--- config.mk ---
export PLATFORM = sky130hd
export DESIGN_NAME = data_mem_controller_flat
export DESIGN_NICKNAME = d
export VERILOG_FILES = /design/src/rtl/data_mem_controller_if.sv /design/src/rtl/data_mem_controller.sv /design/src/flat_wrapper.sv
export SDC_FILE = /design/constraint.sdc
export NUM_CORES = 1
export LEC_CHECK = 0
export CORE_UTILIZATION = 23
export DETAILED_ROUTE_END_ITERATION = 8
export PLACE_DENSITY = 0.63
export SYNTH_ARGS = -nofsm -noshare
export SYNTH_HDL_FRONTEND = slang
export SYNTH_SLANG_ARGS = --single-unit
--- constraint.sdc ---
create_clock -name clk -period 2.2 [get_ports clk]
set_clock_uncertainty 0.1 [all_clocks]
set_input_delay 0.22 -clock clk [delete_from_list [all_inputs] [get_ports clk]]
set_output_delay 0.22 -clock clk [all_outputs]
set_load 0.05 [all_outputs]
--- src/rtl/data_mem_controller_if.sv ---
// Data SRAM bus between the MEM-stage controller and the data memory.
// The controller issues a request with address/write fields, the memory
// answers with addr_ok (request accepted) and data_ok (data phase done).
interface data_mem_controller_if;
  logic        data_sram_req;
  logic        data_sram_wr;
  logic [1:0]  data_sram_size;
  logic [31:0] data_sram_addr;
  logic [3:0]  data_sram_wstrb;
  logic [31:0] data_sram_wdata;
  logic        data_sram_addr_ok;
  logic        data_sram_data_ok;
  logic [31:0] data_sram_rdata;

  modport master (
    output data_sram_req, data_sram_wr, data_sram_size, data_sram_addr,
           data_sram_wstrb, data_sram_wdata,
    input  data_sram_addr_ok, data_sram_data_ok, data_sram_rdata
  );

  modport slave (
    input  data_sram_req, data_sram_wr, data_sram_size, data_sram_addr,
           data_sram_wstrb, data_sram_wdata,
    output data_sram_addr_ok, data_sram_data_ok, data_sram_rdata
  );
endinterface

--- src/rtl/data_mem_controller.sv ---
// MEM-stage data memory controller: turns one load/store from the pipeline
// into a single request/response transaction on the data SRAM bus, stalls
// the pipeline while it is outstanding and latches the raw read word.
module data_mem_controller (
  input  logic        clk,
  input  logic        resetn,
  input  logic        mem_valid,
  input  logic        mem_write,
  input  logic [1:0]  mem_width,
  input  logic [31:0] mem_addr,
  input  logic [31:0] mem_wdata,
  input  logic        flush,
  output logic        mem_stall,
  output logic        mem_done,
  output logic [31:0] mem_rdata,
  output logic        addr_err,
  data_mem_controller_if.master bus
);

  // Access width codes; they double as the bus size encoding.
  localparam logic [1:0] MEM_WIDTH1 = 2'd0;
  localparam logic [1:0] MEM_WIDTH2 = 2'd1;
  localparam logic [1:0] MEM_WIDTH4 = 2'd2;

  typedef enum logic [1:0] {
    S_IDLE,
    S_REQ,
    S_WAIT,
    S_RESP
  } state_t;

  state_t      state_q, state_d;
  logic        cancel_q, cancel_d;
  logic        write_q, write_d;
  logic [1:0]  width_q, width_d;
  logic [31:0] addr_q, addr_d;
  logic [31:0] wdata_q, wdata_d;
  logic [31:0] rdata_q, rdata_d;
  logic        resp_taken;
  logic        cancel_now;

  // Misalignment detect on the incoming access; such accesses never reach the bus.
  always_comb begin
    addr_err = mem_valid &
               (((mem_width == MEM_WIDTH2) & mem_addr[0]) |
                ((mem_width == MEM_WIDTH4) & (mem_addr[1:0] != 2'b00)));
  end

  // Pipeline hold: a live access stalls until its response cycle; flush and reset release it.
  always_comb begin
    mem_stall = resetn & mem_valid & ~addr_err & ~flush & (state_q != S_RESP);
  end

  // Next-state, transaction latch, cancel tracking and read-data capture.
  always_comb begin
    state_d    = state_q;
    cancel_d   = cancel_q;
    write_d    = write_q;
    width_d    = width_q;
    addr_d     = addr_q;
    wdata_d    = wdata_q;
    rdata_d    = rdata_q;
    mem_done   = 1'b0;
    resp_taken = 1'b0;
    cancel_now = cancel_q | flush;
    case (state_q)
      S_IDLE: begin
        cancel_d = 1'b0;
        if (mem_valid & ~addr_err & ~flush) begin
          write_d = mem_write;
          width_d = mem_width;
          addr_d  = mem_addr;
          wdata_d = mem_wdata;
          state_d = S_REQ;
        end
      end
      S_REQ: begin
        if (flush) cancel_d = 1'b1;
        if (bus.data_sram_addr_ok) begin
          if (bus.data_sram_data_ok) resp_taken = 1'b1;
          else state_d = S_WAIT;
        end
      end
      S_WAIT: begin
        if (flush) cancel_d = 1'b1;
        if (bus.data_sram_data_ok) resp_taken = 1'b1;
      end
      S_RESP: begin
        mem_done = ~flush;
        state_d  = S_IDLE;
      end
      default: state_d = S_IDLE;
    endcase
    if (resp_taken) begin
      if (~write_q & ~cancel_now) rdata_d = bus.data_sram_rdata;
      state_d  = cancel_now ? S_IDLE : S_RESP;
      cancel_d = 1'b0;
    end
  end

  // Bus fields come from the latched access so they stay stable until addr_ok.
  always_comb begin
    bus.data_sram_req   = (state_q == S_REQ);
    bus.data_sram_wr    = write_q;
    bus.data_sram_size  = width_q;
    bus.data_sram_addr  = addr_q;
    bus.data_sram_wstrb = 4'b0000;
    bus.data_sram_wdata = wdata_q;
    case (width_q)
      MEM_WIDTH1: bus.data_sram_wdata = {4{wdata_q[7:0]}};
      MEM_WIDTH2: bus.data_sram_wdata = {2{wdata_q[15:0]}};
      default:    bus.data_sram_wdata = wdata_q;
    endcase
    if ((state_q == S_REQ) & write_q) begin
      case (width_q)
        MEM_WIDTH1: bus.data_sram_wstrb = 4'b0001 << addr_q[1:0];
        MEM_WIDTH2: bus.data_sram_wstrb = addr_q[1] ? 4'b1100 : 4'b0011;
        MEM_WIDTH4: bus.data_sram_wstrb = 4'b1111;
        default:    bus.data_sram_wstrb = 4'b0000;
      endcase
    end
  end

  // State and latched transaction registers; reset abandons any access in flight.
  always_ff @(posedge clk or negedge resetn) begin
    if (!resetn) begin
      state_q  <= S_IDLE;
      cancel_q <= 1'b0;
      write_q  <= 1'b0;
      width_q  <= 2'b00;
      addr_q   <= 32'h0;
      wdata_q  <= 32'h0;
      rdata_q  <= 32'h0;
    end else begin
      state_q  <= state_d;
      cancel_q <= cancel_d;
      write_q  <= write_d;
      width_q  <= width_d;
      addr_q   <= addr_d;
      wdata_q  <= wdata_d;
      rdata_q  <= rdata_d;
    end
  end

  assign mem_rdata = rdata_q;

endmodule
--- src/flat_wrapper.sv ---
// flat-port wrapper written by rule: the top's interface ports become plain ports
module data_mem_controller_flat 
  (clk, resetn, mem_valid, mem_write, mem_width, mem_addr, mem_wdata, flush, mem_stall, mem_done, mem_rdata, addr_err, bus_data_sram_req, bus_data_sram_wr, bus_data_sram_size, bus_data_sram_addr, bus_data_sram_wstrb, bus_data_sram_wdata, bus_data_sram_addr_ok, bus_data_sram_data_ok, bus_data_sram_rdata);
  data_mem_controller_if bus_i ();
  input  logic clk;
  input  logic resetn;
  input  logic mem_valid;
  input  logic mem_write;
  input  logic [1:0] mem_width;
  input  logic [31:0] mem_addr;
  input  logic [31:0] mem_wdata;
  input  logic flush;
  output logic mem_stall;
  output logic mem_done;
  output logic [31:0] mem_rdata;
  output logic addr_err;
  output wire logic [$bits(bus_i.data_sram_req)-1:0] bus_data_sram_req;
  output wire logic [$bits(bus_i.data_sram_wr)-1:0] bus_data_sram_wr;
  output wire logic [$bits(bus_i.data_sram_size)-1:0] bus_data_sram_size;
  output wire logic [$bits(bus_i.data_sram_addr)-1:0] bus_data_sram_addr;
  output wire logic [$bits(bus_i.data_sram_wstrb)-1:0] bus_data_sram_wstrb;
  output wire logic [$bits(bus_i.data_sram_wdata)-1:0] bus_data_sram_wdata;
  input wire logic [$bits(bus_i.data_sram_addr_ok)-1:0] bus_data_sram_addr_ok;
  input wire logic [$bits(bus_i.data_sram_data_ok)-1:0] bus_data_sram_data_ok;
  input wire logic [$bits(bus_i.data_sram_rdata)-1:0] bus_data_sram_rdata;
  assign bus_data_sram_req = bus_i.data_sram_req;
  assign bus_data_sram_wr = bus_i.data_sram_wr;
  assign bus_data_sram_size = bus_i.data_sram_size;
  assign bus_data_sram_addr = bus_i.data_sram_addr;
  assign bus_data_sram_wstrb = bus_i.data_sram_wstrb;
  assign bus_data_sram_wdata = bus_i.data_sram_wdata;
  assign bus_i.data_sram_addr_ok = bus_data_sram_addr_ok;
  assign bus_i.data_sram_data_ok = bus_data_sram_data_ok;
  assign bus_i.data_sram_rdata = bus_data_sram_rdata;
  data_mem_controller u_core (.clk(clk), .resetn(resetn), .mem_valid(mem_valid), .mem_write(mem_write), .mem_width(mem_width), .mem_addr(mem_addr), .mem_wdata(mem_wdata), .flush(flush), .mem_stall(mem_stall), .mem_done(mem_done), .mem_rdata(mem_rdata), .addr_err(addr_err), .bus(bus_i));
endmodule
==> results of run 1 <==
-- sequential cells by signal, summed over array words and instances, names as in the netlist --
register / cells
u_core.bus.data_sram_addr: 32
u_core.cancel_q: 1
u_core.state_q: 2
u_core.bus.data_sram_wr: 1
u_core.mem_rdata: 32
u_core.wdata_q: 32
u_core.bus.data_sram_size: 2
-- path summary, 6_finish.rpt --
check,endpoint,cells after the start
max in group asynchronous,u_core.state_q[0],3
worst max-delay path,u_core.mem_rdata[25],7
worst min-delay path,u_core.bus.data_sram_addr[25],2
min in group asynchronous,u_core.mem_rdata[8],3
worst min register to register,u_core.wdata_q[16],1
worst max register to register,u_core.mem_rdata[25],7
-- layout make-up --
class	count	area (sq um)
Tap cell	265	332
Timing Repair Buffer	231	2500
Multi-Input combinational cell	184	1920
Clock inverter	6	46.3
Clock buffer	10	239
Inverter	7	26.3
Sequential cell	102	2550
Fill cell	1887	11900
-- layout by cell type, fill, tap and decap left out, types with 2 or more instances in the layout --
cell type,netlist,layout
inv_2,0,2
nand3b_1,2,2
inv_1,7,5
nand2_1,10,10
mux2_1,2,2
mux2_4,29,29
clkinv_4,0,2
clkinvlp_4,0,2
buf_4,8,26
ha_1,4,2
mux2i_1,8,8
o21ai_1,0,2
buf_12,0,22
mux2_2,83,83
a21oi_1,8,5
nand2b_1,3,3
dfrtp_1,102,101
nor2_1,7,6
clkbuf_16,0,11
o21ai_0,12,4
buf_6,2,3
clkdlybuf4s50_1,0,176
o21ai_2,0,6
a21oi_2,0,3
-- critical path: cells and delay by family (launching register included) --
| kind | cells | cell delay [ns] |
|---|---|---|
| and+or+nand+nor | 2 | 0.40 |
| muxes | 1 | 0.34 |
| buffers and inverters | 3 | 0.41 |
| DFF | 1 | 0.42 |
| adders and majority gates | 1 | 0.35 |
-- per-layer routing --
metal	GRT usage	vias to the layer above	share of wire
li1	-	1557	-
met1	0.151	1677	0.42
met2	0.211	99	0.51
met3	0.0283	16	0.049
met4	0.0644	0	0.024
met5	0	-	0
-- stage by stage --
stage | hold WS, ns | instances
2_1_floorplan | -0.176 | 317
3_3_place_gp | 0.238 | 782
3_5_place_dp | 0.255 | 782
4_1_cts | 0.362 | 799
5_1_grt | 0.368 | 805
6_report | 0.385 | 805
-- cell families (layout without fill, tap and decap cells) --
group | Yosys count | in the layout | synth area share
AO/OA/AOI/OAI | 29 | 29 | 0.0394
adder cells (fa/ha/maj) | 4 | 4 | 0.0109
buffers and inverters | 31 | 254 | 0.0418
flip-flops | 102 | 102 | 0.554
multiplexers | 122 | 122 | 0.320
AND/OR/NAND/NOR | 29 | 29 | 0.0345
-- what timing repair did --
| action | 4_1_cts | 5_1_grt |
|---|---|---|
| hold buffers | 1 | 0 |
| hold endpoints to repair | 102 | 0 |
| setup buffers | 0 | 3 |
| pin swaps | 0 | 1 |
| endpoints found under the setup margin | 1 | 37 |
| cloned | 0 | 3 |
| gates resized for setup | 1 | 6 |
-- cell usage after synthesis, types with 2 or more instances --
library cell  number  area (sq um)
buf_2              7          35.0
nand3b_1           2          15.0
mux2_4            29           435
nand2b_1           3          18.8
nor2_1             7          26.3
a21oi_1            8          40.0
nand2_1           10          37.5
buf_4              8          60.1
inv_1              7          26.3
buf_6              2          22.5
dfrtp_1          102          2550
clkbuf_1           4          15.0
mux2i_1            8          80.1
buf_8              2          30.0
o21ai_0           12          60.1
mux2_1             2          22.5
mux2_2            83           935
ha_1               4          50.1
==> impl_metrics.yaml, run 1 <==
global_routing:
  antenna_found_initial: 0
  gr-total-overflow: 0
  grt.total_usage: 0.126
  grt_start_max_net_pins: 103
  grt_pass1_vias: 3683
  grt_pass1_wl_um: 19700
worst_setup_path:
  regToRegSetupSlack_ns: 0.07
  startpoint: "u_core.state_q[0]"
  slowest_delay_ns: 0.42
  path_max_fanout: 8
  cp_cell_sequence: "inv_2 > ha_1 > nand3b_1 > nor4_4 > buf_6 > buf_6 > mux2_2"
  path_common_cell: "buf_6"
  crit_slowest_cell: "dfrtp_2"
  cp.arrival_ns: 2.26
  worst-setup-path-type: "reg2reg"
  start_kind: "flip-flop"
  r2r_start: "u_core.state_q[0]"
  critPathRequiredTime_ns: 2.33
  end_kind: "flip-flop"
synthesis:
  synthFlopType: "dfrtp_1"
  ys_seq_area_frac: 0.554
  synth_edf_count: 0
  synth_cells: 317
  synthArstFlopShare: 1.00
  synth_nets: 426
  synthesis.area_sq_mm: 0.00461
  synth_cell_types: 35
  yosysWarningCount: 0
  syn_area_per_cell_sq_um: 14.5
  synth_seq_cells: 102
place:
  dpl_cell_area_sq_mm: 0.00722
  post-place-ws_ns: 0.0340
  gp_congestion: 0.749
  dp.final_hpwl_um: 9450
  io_buffers: 211
floorplan:
  floorplan.initialDensity: 0.236
  core_sq_mm: 0.0195
  fp-row-count: 51
  io_pins: 212
  die_h_um: 144
  die_w_um: 144
  die_area_sq_mm: 0.0206
sta:
  fin_crit_ns: 2.13
  fin_crit_sh: 0.968
  tns_ns: 0
  timing.fmax_mhz: 470
  setup_slack_ns: 0.0713
  setup_viol: 0
  maxSlewViolCount: 0
  rsz0062_at_grt: "true"
  finalHoldViolations: 0
  worstMarginPinSlew_ns: 0.553
  relSlewSlack: 0.630
finish:
  post-route-util: 0.390
  area_growth_syn_to_layout_pct: 65.2
  nets: 644
  drive_gt1_frac: 0.372
  antenna_cells: 0
  final_area_sq_mm: 0.00761
route:
  via_count: 3349
  viasPerCell: 4.16
  drc: 0
  drtAntennaViolNets: 0
  firstDrtPassIters: 4
  wl_per_cell_um: 16.1
  finalWirelength_um: 13000
  drtIter0Drc: 111
run_status:
  status: "finished clean"
cts:
  cts.clk_slew.worst_paths_ns: 0.07
  cts_tree: "done"
  cts_sinks: 102
  numCtsBuffers: 9
  htreeDepth: 3
  clock_latency_ns: 0.34
  clk_path_buf_depth: 2
  clockRootBuffer: "clkbuf_16"
worst_hold_path:
  holdCritStartpoint: "mem_addr[25]"
  hold_path_class: "in2reg"
run:
  cap_violations: 0
Power of run 1 is left out: the tool's default activity adds up to more than one toggle a clock period on the data nets, which glitch-free logic cannot reach.
==> run 2, diff against run 1 <==
PLACE_DENSITY = default   (was 0.63)
PLACE_DENSITY_LB_ADDON = 0.05   (was default)
==> run 2 against run 1 <==
  * Hold slack worse by 0.026 ns
  * Cell count is 0.50% higher
  * Die area stayed put
  * Non-clock buffer count up 4
  * Count of clock-buffer cells in the layout unchanged
  * Routed wire length grew 3.9%
  * Via count decreased by 0.33%
  * Maximum frequency is 1.2% lower
  * Critical path depth up 1
  * Register-to-register slack worse by 0.03 ns
  * Utilization grew 0.85 points
  * Sequential share of layout area down 0.73 points
  * Critical endpoint is now u_core.mem_rdata[7]
==> impl_metrics.yaml, run 2 (synthesis results as in run 1) <==
global_routing:
  gr-total-overflow: 0
  grt_pass1_vias: 3560
  grt.total_usage: 0.129
  antenna_found_initial: 0
  grt_pass1_wl_um: 19800
  grt_start_max_net_pins: 103
route:
  wl_per_cell_um: 16.6
  wl_met2_um: 6370
  wl_met3_um: 1050
  wl_met1_um: 5930
  viasPerCell: 4.13
  finalWirelength_um: 13500
  drc: 0
  drtAntennaViolNets: 0
  firstDrtPassIters: 4
  drtIter0Drc: 52
  via_count: 3338
  topRoutingLayerUsed: "met4"
pwr:
  intPower_mw: 7.63
  power_leakage_nw: 3.39
  netSwitchingFraction: 0.471
  seq_power_share: 0.236
  power_mw: 14.4
  power_frac_clock: 0.118
  ir_drop_mv: 0.835
  power.share.combinational: 0.646
  p_per_area_mw_per_mm2: 1850
  power_switching_mw: 6.80
sta:
  timing.fmax_mhz: 464
  tns_ns: 0
  rsz0062_at_grt: "true"
  fin_crit_sh: 0.980
  finalHoldViolations: 0
  worstMarginPinSlew_ns: 0.625
  relSlewSlack: 0.583
  maxSlewViolCount: 0
  setup_viol: 0
  fin_crit_ns: 2.16
  setup_slack_ns: 0.0445
floorplan:
  floorplan.initialDensity: 0.236
  die_area_sq_mm: 0.0206
  io_pins: 212
  fp-row-count: 51
  die_h_um: 144
  core_sq_mm: 0.0195
  die_w_um: 144
worst_setup_path:
  worst-setup-path-type: "reg2reg"
  cp.arrival_ns: 2.29
  start_kind: "flip-flop"
  end_kind: "flip-flop"
  critPathRequiredTime_ns: 2.33
  path_max_fanout: 8
cts:
  htreeDepth: 3
  cts.clk_slew.worst_paths_ns: 0.08
  cts_sinks: 102
  clockRootBuffer: "clkbuf_16"
  cts_tree: "done"
  numCtsBuffers: 9
  clock_latency_ns: 0.34
  clk_path_buf_depth: 2
place:
  gp_congestion: 0.754
  post-place-ws_ns: 0.0664
  io_buffers: 211
  dp.final_hpwl_um: 9310
finish:
  nets: 648
  area_growth_syn_to_layout_pct: 68.8
  final_common_cell: "clkdlybuf4s50_1"
  drive_gt1_frac: 0.381
  final_cell_mix: "176 x clkdlybuf4s50_1, 102 x dfrtp_1, 75 x mux2_2"
  antenna_cells: 0
worst_hold_path:
  hold_path_class: "in2async"
run_status:
  status: "finished clean"
run:
  cap_violations: 0
run 2: changes by cell type in the layout (fill, tap and decap cells not counted), sizes merged:
cell and delta:
bufinv +1, buf +5, inv +2, clkinv -2, dlygate4sd2 -1, clkinvlp -1
run 2: area by class of cell:
type / instances / area (sq um)
multi-input combinational: 184 / 1970
tap: 265 / 332
sequential: 102 / 2550
clock inverter: 6 / 77.6
fill: 1872 / 11700
inverter: 7 / 26.3
timing repair buffer: 235 / 2580
clock buffer: 10 / 239
run 2: worst max-delay path, stage by stage (launching register included):
cell and delay (ns):
dfrtp_1 0.43, inv_2 0.13, ha_4 0.15, a21oi_2 0.03, nand3b_1 0.24, nor4_4 0.26, buf_6 0.18, clkbuf_16 0.17
mux2_2 0.33
run 2: path summary, 6_finish.rpt:
| kind | startpoint | to | slack (ns) | cells past startpoint |
|---|---|---|---|---|
| min in group clk | bus_data_sram_rdata[1] | u_core.mem_rdata[1] | 0.37 | 2 |
| max | u_core.state_q[0] | u_core.mem_rdata[7] | 0.04 | 8 |
| max reg2reg | u_core.state_q[0] | u_core.mem_rdata[7] | 0.04 | 8 |
| min | resetn | u_core.mem_rdata[19] | 0.36 | 3 |
| max in group asynchronous | resetn | u_core.mem_rdata[21] | 1.10 | 3 |
| min reg2reg | u_core.mem_rdata[1] | u_core.mem_rdata[1] | 0.39 | 1 |
run 2: repair_timing:
action | CTS | global route
hold buffers | 1 | 0
endpoints found under the setup margin | 0 | 31
gates resized for setup | 0 | 16
setup buffers | 0 | 6
endpoints found under the hold margin | 102 | 0
run 2: metrics by stage:
stage / hold WS, ns / utilization / cell area, sq um / std cells
4_1_cts: 0.352 / 0.390 / 7610 / 800
5_1_grt: 0.355 / 0.398 / 7780 / 809
3_3_place_gp: 0.287 / 0.373 / 7280 / 783
2_1_floorplan: -0.176 / - / 4660 / 317
6_report: 0.358 / 0.398 / 7780 / 809
3_5_place_dp: 0.293 / 0.373 / 7280 / 783
run 2: per-layer routing:
metal,up-vias,global-route usage
li1,1556,-
met1,1667,0.154
met2,110,0.208
met3,5,0.0576
met4,0,0.0336
met5,-,0
run 2: power groups by stage:
stage,clock [mW],sequential [mW],combinational [mW]
after CTS,1.80,3.41,9.25
after detailed placement,0,3.42,9.23
after global placement,0,3.41,9.19
final,1.70,3.40,9.32
after global routing,1.85,3.54,9.75
after floorplan,0,5.42,3.80
Power figures use the tool's default switching activity.
==> run 3, diff against run 2 <==
CTS_BUF_LIST = sky130_fd_sc_hd__clkbuf_4 sky130_fd_sc_hd__clkbuf_8 sky130_fd_sc_hd__clkbuf_16   (was default)
==> results of run 3 <==
No change in the layout: final DEF, timing and power equal those of run 2.
